[src/rtl/uart_rx_os.sv]
// uart_rx_os: oversampling UART receiver with 3-sample vote, parity/stop/break checks and a valid/ready holding register
`timescale 1ns/1ps
module uart_rx_os #(
  parameter int MAX_UART_DATA_W = 8,
  parameter int OVERSAMPLE = 16,
  localparam int SAMPLE_COUNTER_WIDTH = $clog2(OVERSAMPLE)
) (
  input  logic                       clk_i,
  input  logic                       rst_ni,
  input  logic                       baud_en_i,
  input  logic                       rx_en_i,
  input  logic                       uart_rx_i,
  input  logic [4:0]                 rx_conf_i,
  input  logic                       rx_ready_i,
  output logic                       rx_valid_o,
  output logic [MAX_UART_DATA_W-1:0] rx_data_o,
  output logic                       rx_parity_err_o,
  output logic                       rx_frame_err_o,
  output logic                       rx_break_o,
  output logic                       rx_overrun_o,
  output logic                       rx_busy_o
);
  localparam int BW = $clog2(MAX_UART_DATA_W);
  localparam int M = OVERSAMPLE / 2;
  typedef enum logic [2:0] {IDLE, START, DATA, PARITY, STOP, BREAK_WAIT} state_t;
  state_t state_q;
  logic [1:0] sync_q;
  logic [1:0] samp_q;
  logic [SAMPLE_COUNTER_WIDTH-1:0] cnt_q;
  logic [BW-1:0] bit_q;
  logic [4:0] conf_q;
  logic [MAX_UART_DATA_W-1:0] sh_q;
  logic par_q, pe_q, fe_q, stop2_q;
  logic rx_s, vote, mid, last, last_bit, final_stop, done, fe_new, brk_new;
  assign rx_s = sync_q[1];
  assign vote = (samp_q[0] & samp_q[1]) | (samp_q[0] & rx_s) | (samp_q[1] & rx_s);
  assign mid = cnt_q == SAMPLE_COUNTER_WIDTH'(M + 1);
  assign last = cnt_q == SAMPLE_COUNTER_WIDTH'(OVERSAMPLE - 1);
  assign last_bit = bit_q == BW'(conf_q[4:3]) + BW'(4);
  assign final_stop = !conf_q[2] || stop2_q;
  assign done = baud_en_i && rx_en_i && state_q == STOP && mid && final_stop;
  assign fe_new = fe_q | ~vote;
  assign brk_new = ~|sh_q & ~(conf_q[0] & par_q) & ~vote;
  assign rx_busy_o = state_q != IDLE;
  always_ff @(posedge clk_i or negedge rst_ni)
    if (!rst_ni) sync_q <= 2'b11;
    else sync_q <= {sync_q[0], uart_rx_i};
  always_ff @(posedge clk_i or negedge rst_ni) begin
    if (!rst_ni) begin
      state_q <= IDLE;
      cnt_q <= '0;
      samp_q <= 2'b11;
      bit_q <= '0;
      conf_q <= '0;
      sh_q <= '0;
      par_q <= 1'b0;
      pe_q <= 1'b0;
      fe_q <= 1'b0;
      stop2_q <= 1'b0;
    end else if (baud_en_i) begin
      if (!rx_en_i) state_q <= IDLE;
      else begin
        if (cnt_q == SAMPLE_COUNTER_WIDTH'(M - 1) || cnt_q == SAMPLE_COUNTER_WIDTH'(M)) samp_q <= {samp_q[0], rx_s};
        cnt_q <= last ? '0 : cnt_q + 1'b1;
        case (state_q)
          IDLE: if (!rx_s) begin
            state_q <= START;
            cnt_q <= '0;
            conf_q <= rx_conf_i;
            sh_q <= '0;
            bit_q <= '0;
            par_q <= 1'b0;
            pe_q <= 1'b0;
            fe_q <= 1'b0;
            stop2_q <= 1'b0;
          end
          START: state_q <= (mid && vote) ? IDLE : last ? DATA : START;
          DATA: begin
            if (mid) sh_q[bit_q] <= vote;
            if (last) begin
              bit_q <= bit_q + 1'b1;
              if (last_bit) state_q <= conf_q[0] ? PARITY : STOP;
            end
          end
          PARITY: begin
            if (mid) begin
              par_q <= vote;
              pe_q <= (^sh_q ^ vote) != conf_q[1];
            end
            if (last) state_q <= STOP;
          end
          STOP: begin
            if (mid) begin
              fe_q <= fe_new;
              if (final_stop) state_q <= brk_new ? BREAK_WAIT : IDLE;
            end
            if (last) stop2_q <= 1'b1;
          end
          BREAK_WAIT: if (rx_s) state_q <= IDLE;
          default: state_q <= IDLE;
        endcase
      end
    end
  end
  always_ff @(posedge clk_i or negedge rst_ni) begin
    if (!rst_ni) begin
      rx_valid_o <= 1'b0;
      rx_data_o <= '0;
      rx_parity_err_o <= 1'b0;
      rx_frame_err_o <= 1'b0;
      rx_break_o <= 1'b0;
      rx_overrun_o <= 1'b0;
    end else begin
      rx_overrun_o <= done && rx_valid_o && !rx_ready_i;
      if (done && (!rx_valid_o || rx_ready_i)) begin
        rx_valid_o <= 1'b1;
        rx_data_o <= sh_q;
        rx_parity_err_o <= pe_q;
        rx_frame_err_o <= fe_new;
        rx_break_o <= brk_new;
      end else if (rx_valid_o && rx_ready_i) begin
        rx_valid_o <= 1'b0;
        rx_parity_err_o <= 1'b0;
        rx_frame_err_o <= 1'b0;
        rx_break_o <= 1'b0;
      end
    end
  end
endmodule

[config.mk]
export PLATFORM = sky130hd
export DESIGN_NAME = uart_rx_os
export DESIGN_NICKNAME = d
export VERILOG_FILES = /design/src/rtl/uart_rx_os.sv
export SDC_FILE = /design/constraint.sdc
export NUM_CORES = 1
export LEC_CHECK = 0
export BUFFER_PORTS_ARGS = -buffer_cell sky130_fd_sc_hd__buf_2
export CELL_PAD_IN_SITES_DETAIL_PLACEMENT = 1
export CELL_PAD_IN_SITES_GLOBAL_PLACEMENT = 2
export CORE_MARGIN = 2
export CORE_UTILIZATION = 38
export DETAILED_ROUTE_END_ITERATION = 6
export HOLD_SLACK_MARGIN = 0.03
export MAX_ROUTING_LAYER = met4
export PLACE_DENSITY_LB_ADDON = 0.1
export SLEW_MARGIN = 20
export SYNTH_ARGS = -nofsm -noshare
export SYNTH_HDL_FRONTEND = slang
export SYNTH_SLANG_ARGS = --single-unit
[constraint.sdc]
create_clock -name clk_i -period 2 [get_ports clk_i]
set_input_delay 0.1 -clock clk_i [delete_from_list [all_inputs] [get_ports clk_i]]
set_output_delay 0.1 -clock clk_i [all_outputs]
set_load 0.01 [all_outputs]
==> impl_metrics.env <==
export IMPL_die_area_um2=7160
export IMPL_p_leak_nw=1.39
export IMPL_avgViaCountPerCell=5.27
export IMPL_outcome="complete, no violations"
export IMPL_final_common_cell="dfrtp_1"
export IMPL_cts_path_max_buffers=2
export IMPL_cts_sinks=44
export IMPL_rows=29
export IMPL_final_core_util_pct=47.1
export IMPL_hold_viol_final=0
export IMPL_cts_root_buffer="clkbuf_8"
export IMPL_synthMuxAreaShare_pct=11.1
export IMPL_setup_viol=0
export IMPL_yosys_area_share_simple_pct=19.7
export IMPL_crit_type="reg -> reg"
export IMPL_die_w_um=84.6
export IMPL_n_antenna_cell=0
export IMPL_synth_async_reset_ratio_pct=100
export IMPL_insertion_delay_ns=0.30
export IMPL_grt_pass1_vias=2000
export IMPL_synth_edff_count=0
export IMPL_fin_nets=299
export IMPL_grt_ovfl_total=0
export IMPL_coreArea_um2=6310
export IMPL_ys_flop_type="dfrtp_1"
export IMPL_syn_inst=236
export IMPL_synthesis_area_um2=2470
export IMPL_drive_above_1_share_pct=30.6
export IMPL_syn_area_per_cell_um2=10.5
export IMPL_clk_pin_slew_ns=0.09
export IMPL_start_kind="flip-flop"
export IMPL_grt_max_degree=26
export IMPL_start_util_pct=39.1
export IMPL_yosysSeqAreaShare_pct=44.8
export IMPL_clock_skew_final_ns=0.00741
export IMPL_cp_slowest_cell="dfrtp_1"
export IMPL_synth_seq_cells=44
export IMPL_p_total_w=0.00222
export IMPL_die_y_um=84.6
export IMPL_num_vias=1886
export IMPL_dp_hpwl_um=4340
export IMPL_rsz0062_at_grt="no"
export IMPL_critical_path_arrival_ns=2.07
export IMPL_fmax_ghz=0.533
export IMPL_layout_common_cells="40 x dfrtp_1, 24 x buf_2, 22 x nor2_1"
export IMPL_place_congestion=0.792
export IMPL_grt_pass1_wl_um=10200
export IMPL_area_growth_pct=20.4
export IMPL_post_cts_buffers=0
export IMPL_cts_inserted_buffers=5
export IMPL_grt_total_usage_pct=18.7
export IMPL_io_pins=25
export IMPL_antenna_left=0
export IMPL_max_stage_delay_ns=0.56
export IMPL_critPathRequiredTime_ns=2.19
export IMPL_antenna_found_initial=0
export IMPL_fin_crit_sh_pct=93.8
export IMPL_maxSlewHeadroom_pct=63.9
export IMPL_maxSlewViolCount=0
export IMPL_power_density_nw_per_um2=747
export IMPL_path_buf_inv=0
export IMPL_hold_class="in -> reg"
export IMPL_path_max_fanout=12
export IMPL_cap_violations=0
export IMPL_remaining_drc_errors=0
export IMPL_port_buffers=24
export IMPL_cp_end_kind="flip-flop"
export IMPL_critPathTopFamily="simple AND/OR/NAND/NOR gates"
export IMPL_synth_distinct_cells=58
export IMPL_worstMarginPinSlew_ns=0.539
export IMPL_cts_tree="yes"
export IMPL_synth_top_family_by_area="simple AND/OR/NAND/NOR gates"
export IMPL_dr_pass1_iters=3
export IMPL_synth_compound_area_share_pct=12.0
export IMPL_ir_drop_v=0.000350
export IMPL_h_tree_depth=2
export IMPL_post_route_min_period_ns=1.88
export IMPL_routed_wl_um=5940
export IMPL_timing_setup_tns_ns=0
export IMPL_drt_wirelength_per_cell_um=16.6
export IMPL_ys_warn_count=0
export IMPL_synthXorXnorAreaFrac_pct=2.84
export IMPL_syn_nets=255
export IMPL_path_cells="and4bb_2, nand4_4, nor2_4, mux2_2"
export IMPL_drt_iter0_drc=81
export IMPL_synthAdderAreaFrac_pct=4.51
-- path summary, 6_finish.rpt --
check                           slack [ns]                    from  cells after the start                       end
min in group asynchronous             0.28                  rst_ni                      2    state_q[0]$_DFFE_PN0P_
worst min register to register        0.36     sync_q[0]$_DFF_PN1_                      0       sync_q[1]$_DFF_PN1_
worst min-delay path                   0.1              rx_ready_i                      3    rx_break_o$_DFFE_PN0P_
max in group asynchronous             1.21                  rst_ni                      3  rx_data_o[7]$_DFFE_PN0P_
worst max-delay path                  0.12  state_q[1]$_DFFE_PN0P_                      4  rx_data_o[7]$_DFFE_PN0P_
worst max register to register        0.12  state_q[1]$_DFFE_PN0P_                      4  rx_data_o[7]$_DFFE_PN0P_
-- power breakdown --
part	switching (W)	internal [W]
sequential	0.0000755	0.000974
clock	0.000336	0.000409
combinational	0.000227	0.000199
total	0.000638	0.00158
-- tightest hold or removal path, delay by kind of cell --
kind / cells / cell delay, ns
buf+inv: 1 / 0.13
compound gates: 2 / 0.14
-- routing by layer --
metal	vias to the layer above	routed length, µm	global-route usage, %	share of wire, %
met2	21	2800	29.2	47
met3	7	152	3.64	2.6
met4	0	68	5.19	1.1
met1	942	2920	24.9	49
met5	-	0	-	0
li1	916	-	-	-
-- logic make-up (layout without fill, tap and decap cells) --
family,count (synthesis),count (layout)
adder cells (fa/ha/maj),9,9
multiplexers,25,25
AND/OR/NAND/NOR,80,80
flip-flops,44,44
XOR/XNOR,8,8
buffers and inverters,28,73
AO/OA/AOI/OAI,42,42
-- cell type report --
type                       instances  area, µm²
clock buffer                       6       82.6
clock inverter                     2       38.8
fill                             731       3340
inverter                          19       71.3
multi-input combinational        164       1250
sequential                        44       1110
tap                               77       96.3
timing repair buffer              46        328
-- timing repair --
action	in CTS	in global routing
hold endpoints to repair	21	0
gates resized for setup	0	2
hold buffers	7	0
endpoints found under the setup margin	0	2
-- sequential cells by signal, summed over array words and instances, names as in the netlist, 2 cells and up --
name       count
samp_q         2
bit_q          3
sh_q           8
state_q        3
cnt_q          4
rx_data_o      8
sync_q         2
conf_q         5
-- cell usage after synthesis (all sizes together), types with 3 or more instances --
cell	count	area share, %
a31oi	4	1.3
o21ai	13	2.8
dfstp	4	4.3
nor3b	3	1.3
nand3b	6	1.8
nand3	8	1.8
inv	19	2.9
nand2b	5	1.3
mux2	16	7.5
a21oi	7	1.4
xnor2	7	2.5
buf	7	1.9
nor3	5	2.1
nor2	23	3.8
ha	8	4.1
dfrtp	40	41
nand2	18	2.7
mux2i	9	3.6
-- metrics by stage --
stage	instance area, µm²	instances	worst slack [ns]	hold WS [ns]
floorplan	2470	236	0.266	-0.196
global placement	2770	343	0.174	0.0886
detailed placement	2770	343	0.134	0.0886
CTS	2960	358	0.134	0.0915
global route	2970	358	0.0140	0.122
finish	2970	358	0.124	0.0984
No activity file was read; power rests on OpenSTA's default activity.
